<file path="src/rtl/sprite_raster_scheduler_if.sv">
// Frame buffer write port of the sprite raster scheduler.
// A write moves on any cycle where fb_we and fb_ready are both high.
interface sprite_raster_scheduler_if #(
  parameter int COORD_W = 10
);
  logic               fb_we;
  logic [COORD_W-1:0] fb_x;
  logic [COORD_W-1:0] fb_y;
  logic [7:0]         fb_color;
  logic               fb_ready;

  modport master (
    output fb_we, fb_x, fb_y, fb_color,
    input  fb_ready
  );

  modport slave (
    input  fb_we, fb_x, fb_y, fb_color,
    output fb_ready
  );
endinterface

</file>
<file path="src/rtl/sprite_raster_scheduler.sv">
// Round-robin shared circle rasterizer: one bounding-box point per cycle,
// filled-circle pixels streamed to the frame buffer write port.
module sprite_raster_scheduler #(
  parameter int NUM_BALLS = 4,
  parameter int COORD_W   = 10,
  parameter int SCREEN_W  = 640,
  parameter int SCREEN_H  = 480
) (
  input  logic                         clock,
  input  logic                         reset,
  input  logic [NUM_BALLS-1:0]         req,
  input  logic [NUM_BALLS*COORD_W-1:0] center_x,
  input  logic [NUM_BALLS*COORD_W-1:0] center_y,
  input  logic [NUM_BALLS*6-1:0]       radius,
  input  logic [NUM_BALLS*8-1:0]       color,
  output logic [NUM_BALLS-1:0]         grant,
  output logic [NUM_BALLS-1:0]         done,
  output logic                         busy,
  sprite_raster_scheduler_if.master    fb
);

  localparam int PW = $clog2(NUM_BALLS);
  localparam logic signed [COORD_W:0] XLIM =
    (COORD_W+1)'(SCREEN_W);
  localparam logic signed [COORD_W:0] YLIM =
    (COORD_W+1)'(SCREEN_H);

  typedef enum logic [1:0] {
    IDLE,
    GRANT,
    SCAN,
    DONE
  } state_t;

  state_t state, state_n;

  logic [PW-1:0]          ptr, sel, sel_q, cand;
  logic                   found;
  logic [NUM_BALLS-1:0]   sel_oh;
  logic [COORD_W-1:0]     cx, cy;
  logic [5:0]             rad;
  logic [7:0]             col;
  logic signed [6:0]      dx, dy, rad_s;
  logic [5:0]             adx, ady;
  logic [11:0]            sqx, sqy, r2;
  logic [12:0]            s;
  logic signed [COORD_W:0] dxe, dye, px, py;
  logic                   draw, stall, last;

  // First pending requester at or after the pointer, wrapping.
  always_comb begin
    found = 1'b0;
    sel   = '0;
    cand  = '0;
    for (int i = 0; i < NUM_BALLS; i++) begin
      cand = PW'((int'(ptr) + i) % NUM_BALLS);
      if (!found && req[cand]) begin
        found = 1'b1;
        sel   = cand;
      end
    end
  end

  assign sel_oh = NUM_BALLS'(1) << sel_q;
  assign rad_s  = $signed({1'b0, rad});

  assign adx = dx[6] ? 6'(-dx) : dx[5:0];
  assign ady = dy[6] ? 6'(-dy) : dy[5:0];
  assign sqx = {6'd0, adx} * {6'd0, adx};
  assign sqy = {6'd0, ady} * {6'd0, ady};
  assign r2  = {6'd0, rad} * {6'd0, rad};
  assign s   = {1'b0, sqx} + {1'b0, sqy};

  assign dxe = {{(COORD_W-6){dx[6]}}, dx};
  assign dye = {{(COORD_W-6){dy[6]}}, dy};
  assign px  = $signed({1'b0, cx}) + dxe;
  assign py  = $signed({1'b0, cy}) + dye;

  assign draw = (s < {1'b0, r2})
              && !px[COORD_W] && (px < XLIM)
              && !py[COORD_W] && (py < YLIM);

  assign stall = fb.fb_we && !fb.fb_ready;
  assign last  = (dx == rad_s) && (dy == rad_s);

  always_ff @(posedge clock) begin
    if (reset) state <= IDLE;
    else       state <= state_n;
  end

  always_comb begin
    state_n = state;
    grant   = '0;
    done    = '0;
    busy    = 1'b1;
    unique case (state)
      IDLE: begin
        busy = 1'b0;
        if (found) state_n = GRANT;
      end
      GRANT: begin
        grant   = sel_oh;
        state_n = SCAN;
      end
      SCAN: begin
        if (!stall && last) state_n = DONE;
      end
      DONE: begin
        done    = sel_oh;
        state_n = IDLE;
      end
      default: state_n = IDLE;
    endcase
  end

  always_ff @(posedge clock) begin
    if (reset) begin
      ptr         <= '0;
      sel_q       <= '0;
      cx          <= '0;
      cy          <= '0;
      rad         <= '0;
      col         <= '0;
      dx          <= '0;
      dy          <= '0;
      fb.fb_we    <= 1'b0;
      fb.fb_x     <= '0;
      fb.fb_y     <= '0;
      fb.fb_color <= '0;
    end else begin
      if (state == IDLE && found) begin
        sel_q <= sel;
        ptr   <= PW'((int'(sel) + 1) % NUM_BALLS);
        cx    <= center_x[sel*COORD_W +: COORD_W];
        cy    <= center_y[sel*COORD_W +: COORD_W];
        rad   <= radius[sel*6 +: 6];
        col   <= color[sel*8 +: 8];
        dx    <= 7'sd0 - $signed({1'b0, radius[sel*6 +: 6]});
        dy    <= 7'sd0 - $signed({1'b0, radius[sel*6 +: 6]});
      end
      // A pending unaccepted write freezes both the port and the walk.
      if (state == SCAN && !stall) begin
        fb.fb_we <= draw;
        if (draw) begin
          fb.fb_x     <= px[COORD_W-1:0];
          fb.fb_y     <= py[COORD_W-1:0];
          fb.fb_color <= col;
        end
        if (dx == rad_s) begin
          dx <= 7'sd0 - rad_s;
          dy <= dy + 7'sd1;
        end else begin
          dx <= dx + 7'sd1;
        end
      end else if (state != SCAN) begin
        fb.fb_we <= 1'b0;
      end
    end
  end

endmodule

</file>
<file path="src/flat_wrapper.sv">
// flat-port wrapper written by rule: the top's interface ports become plain ports
module sprite_raster_scheduler_flat 
#(
  parameter int NUM_BALLS = 4,
  parameter int COORD_W   = 10,
  parameter int SCREEN_W  = 640,
  parameter int SCREEN_H  = 480
)
  (clock, reset, req, center_x, center_y, radius, color, grant, done, busy, fb_fb_we, fb_fb_x, fb_fb_y, fb_fb_color, fb_fb_ready);
  sprite_raster_scheduler_if #(.COORD_W(COORD_W)) fb_i ();
  input  logic clock;
  input  logic reset;
  input  logic [NUM_BALLS-1:0] req;
  input  logic [NUM_BALLS*COORD_W-1:0] center_x;
  input  logic [NUM_BALLS*COORD_W-1:0] center_y;
  input  logic [NUM_BALLS*6-1:0] radius;
  input  logic [NUM_BALLS*8-1:0] color;
  output logic [NUM_BALLS-1:0] grant;
  output logic [NUM_BALLS-1:0] done;
  output logic busy;
  output wire logic [$bits(fb_i.fb_we)-1:0] fb_fb_we;
  output wire logic [$bits(fb_i.fb_x)-1:0] fb_fb_x;
  output wire logic [$bits(fb_i.fb_y)-1:0] fb_fb_y;
  output wire logic [$bits(fb_i.fb_color)-1:0] fb_fb_color;
  input wire logic [$bits(fb_i.fb_ready)-1:0] fb_fb_ready;
  assign fb_fb_we = fb_i.fb_we;
  assign fb_fb_x = fb_i.fb_x;
  assign fb_fb_y = fb_i.fb_y;
  assign fb_fb_color = fb_i.fb_color;
  assign fb_i.fb_ready = fb_fb_ready;
  sprite_raster_scheduler #(.NUM_BALLS(NUM_BALLS), .COORD_W(COORD_W), .SCREEN_W(SCREEN_W), .SCREEN_H(SCREEN_H)) u_core (.clock(clock), .reset(reset), .req(req), .center_x(center_x), .center_y(center_y), .radius(radius), .color(color), .grant(grant), .done(done), .busy(busy), .fb(fb_i));
endmodule
</file>
<file path="config.mk">
export PLATFORM = sky130hd
export DESIGN_NAME = sprite_raster_scheduler_flat
export DESIGN_NICKNAME = d
export VERILOG_FILES = /design/src/rtl/sprite_raster_scheduler_if.sv /design/src/rtl/sprite_raster_scheduler.sv /design/src/flat_wrapper.sv
export SDC_FILE = /design/constraint.sdc
export NUM_CORES = 1
export LEC_CHECK = 0
export CORE_ASPECT_RATIO = 0.7
export CORE_MARGIN = 2
export CORE_UTILIZATION = 35
export DETAILED_ROUTE_END_ITERATION = 10
export PLACE_DENSITY_LB_ADDON = 0.12
export SLEW_MARGIN = 40
export SYNTH_ARGS = -nofsm -noshare
export SYNTH_HDL_FRONTEND = slang
export SYNTH_SLANG_ARGS = --single-unit
</file>
<file path="constraint.sdc">
create_clock -name clock -period 8.9 [get_ports clock]
set_input_delay 1.78 -clock clock [delete_from_list [all_inputs] [get_ports clock]]
set_output_delay 1.78 -clock clock [all_outputs]
set_load 0.02 [all_outputs]
</file>
==> impl_metrics.env <==
export IMPL_drive_above_1_share=0.0350
export IMPL_worstMarginPinSlew_ns=0.752
export IMPL_synth_top_family_by_area="simple AND/OR/NAND/NOR gates"
export IMPL_r2r_start="u_core.dy[6]"
export IMPL_synth_xor_area_frac=0.0694
export IMPL_clk_pin_slew_ns=0.07
export IMPL_power_leakage_uw=0.00496
export IMPL_period_minus_slack_ns=8.12
export IMPL_synthSimpleGateAreaFrac=0.275
export IMPL_hold_viol_final=0
export IMPL_ys_warn_count=0
export IMPL_fmax_mhz=123
export IMPL_min_from="u_core.fb.fb_x[1]"
export IMPL_synth_ff_type="dfxtp_1"
export IMPL_die_w_microns=191
export IMPL_cts_root_buffer="clkbuf_16"
export IMPL_clk_latency_ns=0.35
export IMPL_slowest_stage="dfxtp_1"
export IMPL_fillerInstances=2483
export IMPL_synth_commonest_cells="203 x nand2_1, 107 x nand3_1, 96 x nor2_1, 92 x inv_1, 84 x ha_1"
export IMPL_cts_tree="done"
export IMPL_synth_top_area_share=0.194
export IMPL_drv_cap=0
export IMPL_regArea_sq_mm=0.00166
export IMPL_grt_ovfl_total=0
export IMPL_min_path_cells=2
export IMPL_cts_path_max_buffers=2
export IMPL_synth_seq_cells=83
export IMPL_synth_area_top_cells="dfxtp_1 19%, ha_1 12%, fa_1 10%"
export IMPL_fin_nets=1552
export IMPL_synthMostInstantiatedCell="nand2_1"
export IMPL_synthMuxAreaShare=0.0457
export IMPL_grt_pass1_vias=7739
export IMPL_synth_async_reset_ratio=0
export IMPL_power_frac_clock=0.081
export IMPL_r2r_slack_ns=0.78
export IMPL_grt_pass1_wl_mm=42.6
export IMPL_path_max_fanout=31
export IMPL_synth_edf_count=0
export IMPL_syn_area_sq_mm=0.00858
export IMPL_swShare=0.532
export IMPL_vias_per_cell=5.03
export IMPL_syn_nets=1415
export IMPL_syn2layout_area_growth_pct=27.2
export IMPL_antenna_cells=0
export IMPL_path_class="flop to flop"
export IMPL_ys_seq_area_frac=0.194
export IMPL_slew_headroom=0.494
export IMPL_syn_inst=1144
export IMPL_start_util=0.359
export IMPL_drc=0
export IMPL_core_sq_mm=0.0239
export IMPL_ioPinCount=181
export IMPL_first_pass_iters=5
export IMPL_synth_compound_area_frac=0.120
export IMPL_avgSynthCellArea_sq_um=7.50
export IMPL_crit_arrival_ns=8.40
export IMPL_seq_power_share=0.144
export IMPL_cpMostUsedCell="fa_1"
export IMPL_ctsHoldBuffers=0
export IMPL_drt_total_wl_mm=26.9
export IMPL_setup_viol=0
export IMPL_vdd_ir_drop_max_mv=0.373
export IMPL_cpPeakStageDelay_ns=0.71
export IMPL_cts_sinks=83
export IMPL_grt_util_all_layers=0.211
export IMPL_wire_per_inst_microns=16.7
export IMPL_ff2ff_path_depth=27
export IMPL_r2r_end="u_core.fb.fb_x[1]"
export IMPL_vias=8074
export IMPL_grt_max_degree=87
export IMPL_min_path_type="flop to flop"
export IMPL_antenna_found_initial=0
export IMPL_slew_violations=0
export IMPL_synth_cell_type_count=68
export IMPL_cp_required_ns=9.18
export IMPL_crit_path_end_kind="flop"
export IMPL_cts_max_level=3
export IMPL_p_per_area_mw_per_mm2=428
export IMPL_port_buffers=180
export IMPL_gp_congestion=0.884
export IMPL_comb_power_share=0.775
export IMPL_die_h_microns=135
export IMPL_worstHoldEndpoint="u_core.fb.fb_x[1]"
export IMPL_min_period_over_period=0.913
export IMPL_synth_fa_ha_area_frac=0.225
export IMPL_row_count=47
export IMPL_synth_top_cell_by_area="dfxtp_1"
export IMPL_tns_ns=0
export IMPL_p_int_uw=2190
export IMPL_ant_nets=0
export IMPL_setup_worst_path_start_class="flop"
export IMPL_p_total_uw=4670
export IMPL_die_area_sq_mm=0.0258
export IMPL_skew_ns=0.0112
export IMPL_multi_input_area_sq_mm=0.00633
export IMPL_grt_setup_unrepaired="false"
export IMPL_post_cts_setup_buffers=0
export IMPL_power_switching_uw=2480
export IMPL_cts_resized=0
export IMPL_dp_hpwl_mm=21.5
export IMPL_outcome="complete, no violations"
export IMPL_cts_buffers=9
export IMPL_dr_first_iter_drc_count=462
-- how the worst max path moves through the flow --
| stage | from | cells past startpoint | slack (ns) | endpoint |
|---|---|---|---|---|
| finish | u_core.dy[6] | 27 | 0.78 | u_core.fb.fb_x[1] |
| floorplan | u_core.dy[6] | 28 | 1.56 | u_core.fb.fb_y[1] |
| CTS | u_core.dy[6] | 27 | 0.78 | u_core.fb.fb_x[1] |
| global route | u_core.dy[6] | 27 | 0.18 | u_core.fb.fb_x[1] |
| detailed placement | u_core.dy[6] | 27 | 0.85 | u_core.fb.fb_x[1] |
| global placement | u_core.dy[6] | 27 | 1.01 | u_core.fb.fb_x[1] |
-- cell usage in the layout (no fill, tap or decap), types with 6 or more instances in the layout --
master	instances
and3_1	13
fa_1	44
and2_1	12
a211oi_1	7
nor3_1	14
o21a_1	6
inv_1	92
xnor2_1	40
mux2i_1	35
clkbuf_16	9
nor2_1	94
nand3_1	107
clkdlybuf4s50_1	179
nand2_1	202
nand2b_1	11
o21ai_0	24
nor2b_1	9
a21o_1	8
a21oi_1	65
nand4_1	6
dfxtp_1	83
ha_1	84
xor2_1	28
or3_1	9
buf_4	9
-- logic make-up (layout without fill, tap and decap cells) --
| group | after synthesis | after routing |
|---|---|---|
| buf+inv | 156 | 298 |
| fa+ha+maj | 128 | 128 |
| compound gates | 159 | 159 |
| mux | 38 | 38 |
| flops | 83 | 83 |
| simple gates | 512 | 512 |
| xor+xnor | 68 | 68 |
-- critical path: cells and delay by family, from the launching register on --
| family | cells | cell delay [ns] |
|---|---|---|
| flip-flops | 1 | 0.71 |
| buffers and inverters | 5 | 0.62 |
| XOR/XNOR | 2 | 0.69 |
| AND/OR/NAND/NOR | 7 | 1.59 |
| AO/OA/AOI/OAI | 6 | 1.11 |
| adder cells (fa/ha/maj) | 7 | 3.30 |
-- metrics by stage --
stage | setup slack [ns] | instance area [sq um] | util | cells | hold slack, ns
final | 0.779 | 10900 | 0.457 | 1604 | 0.456
after detailed placement | 0.847 | 10600 | 0.444 | 1588 | 0.449
after floorplan | 1.56 | 8580 | - | 1144 | 0.436
after global placement | 1.01 | 10600 | 0.444 | 1588 | 0.445
after CTS | 0.779 | 10900 | 0.457 | 1604 | 0.459
after global routing | 0.184 | 10900 | 0.457 | 1604 | 0.472
-- flip-flops by register name (all words and copies together), names as in the netlist --
name,cells
u_core.col,8
u_core.ptr,2
u_core.state,2
u_core.dx,7
u_core.fb.fb_we,1
u_core.cx,10
u_core.fb.fb_y,10
u_core.rad,6
u_core.fb.fb_color,8
u_core.dy,7
u_core.cy,10
u_core.fb.fb_x,10
u_core.sel_q,2
-- layer usage --
layer  vias up  GRT usage  routed length (microns)
met5         -          0                        0
met4         0     0.0282                      183
met3        13     0.0463                     1530
met2       203      0.303                    11100
met1      3740      0.324                    14000
li1       4118          -                        -
-- final cells by class --
cell class,count,area share
Clock inverter,7,0.00699
Timing Repair Buffer,190,0.172
Clock buffer,9,0.0206
Tap cell,318,0.0365
Inverter,92,0.0316
Sequential cell,83,0.152
Multi-Input combinational cell,905,0.580
-- power groups by stage --
stage               clock, uW  sequential (uW)  combinational (uW)
floorplan                   0              557                2740
global placement            0              678                3600
detailed placement          0              679                3650
CTS                       391              671                3680
global route              408              693                4160
finish                    379              672                3620
Note: power is estimated with default switching activity, not from simulation.
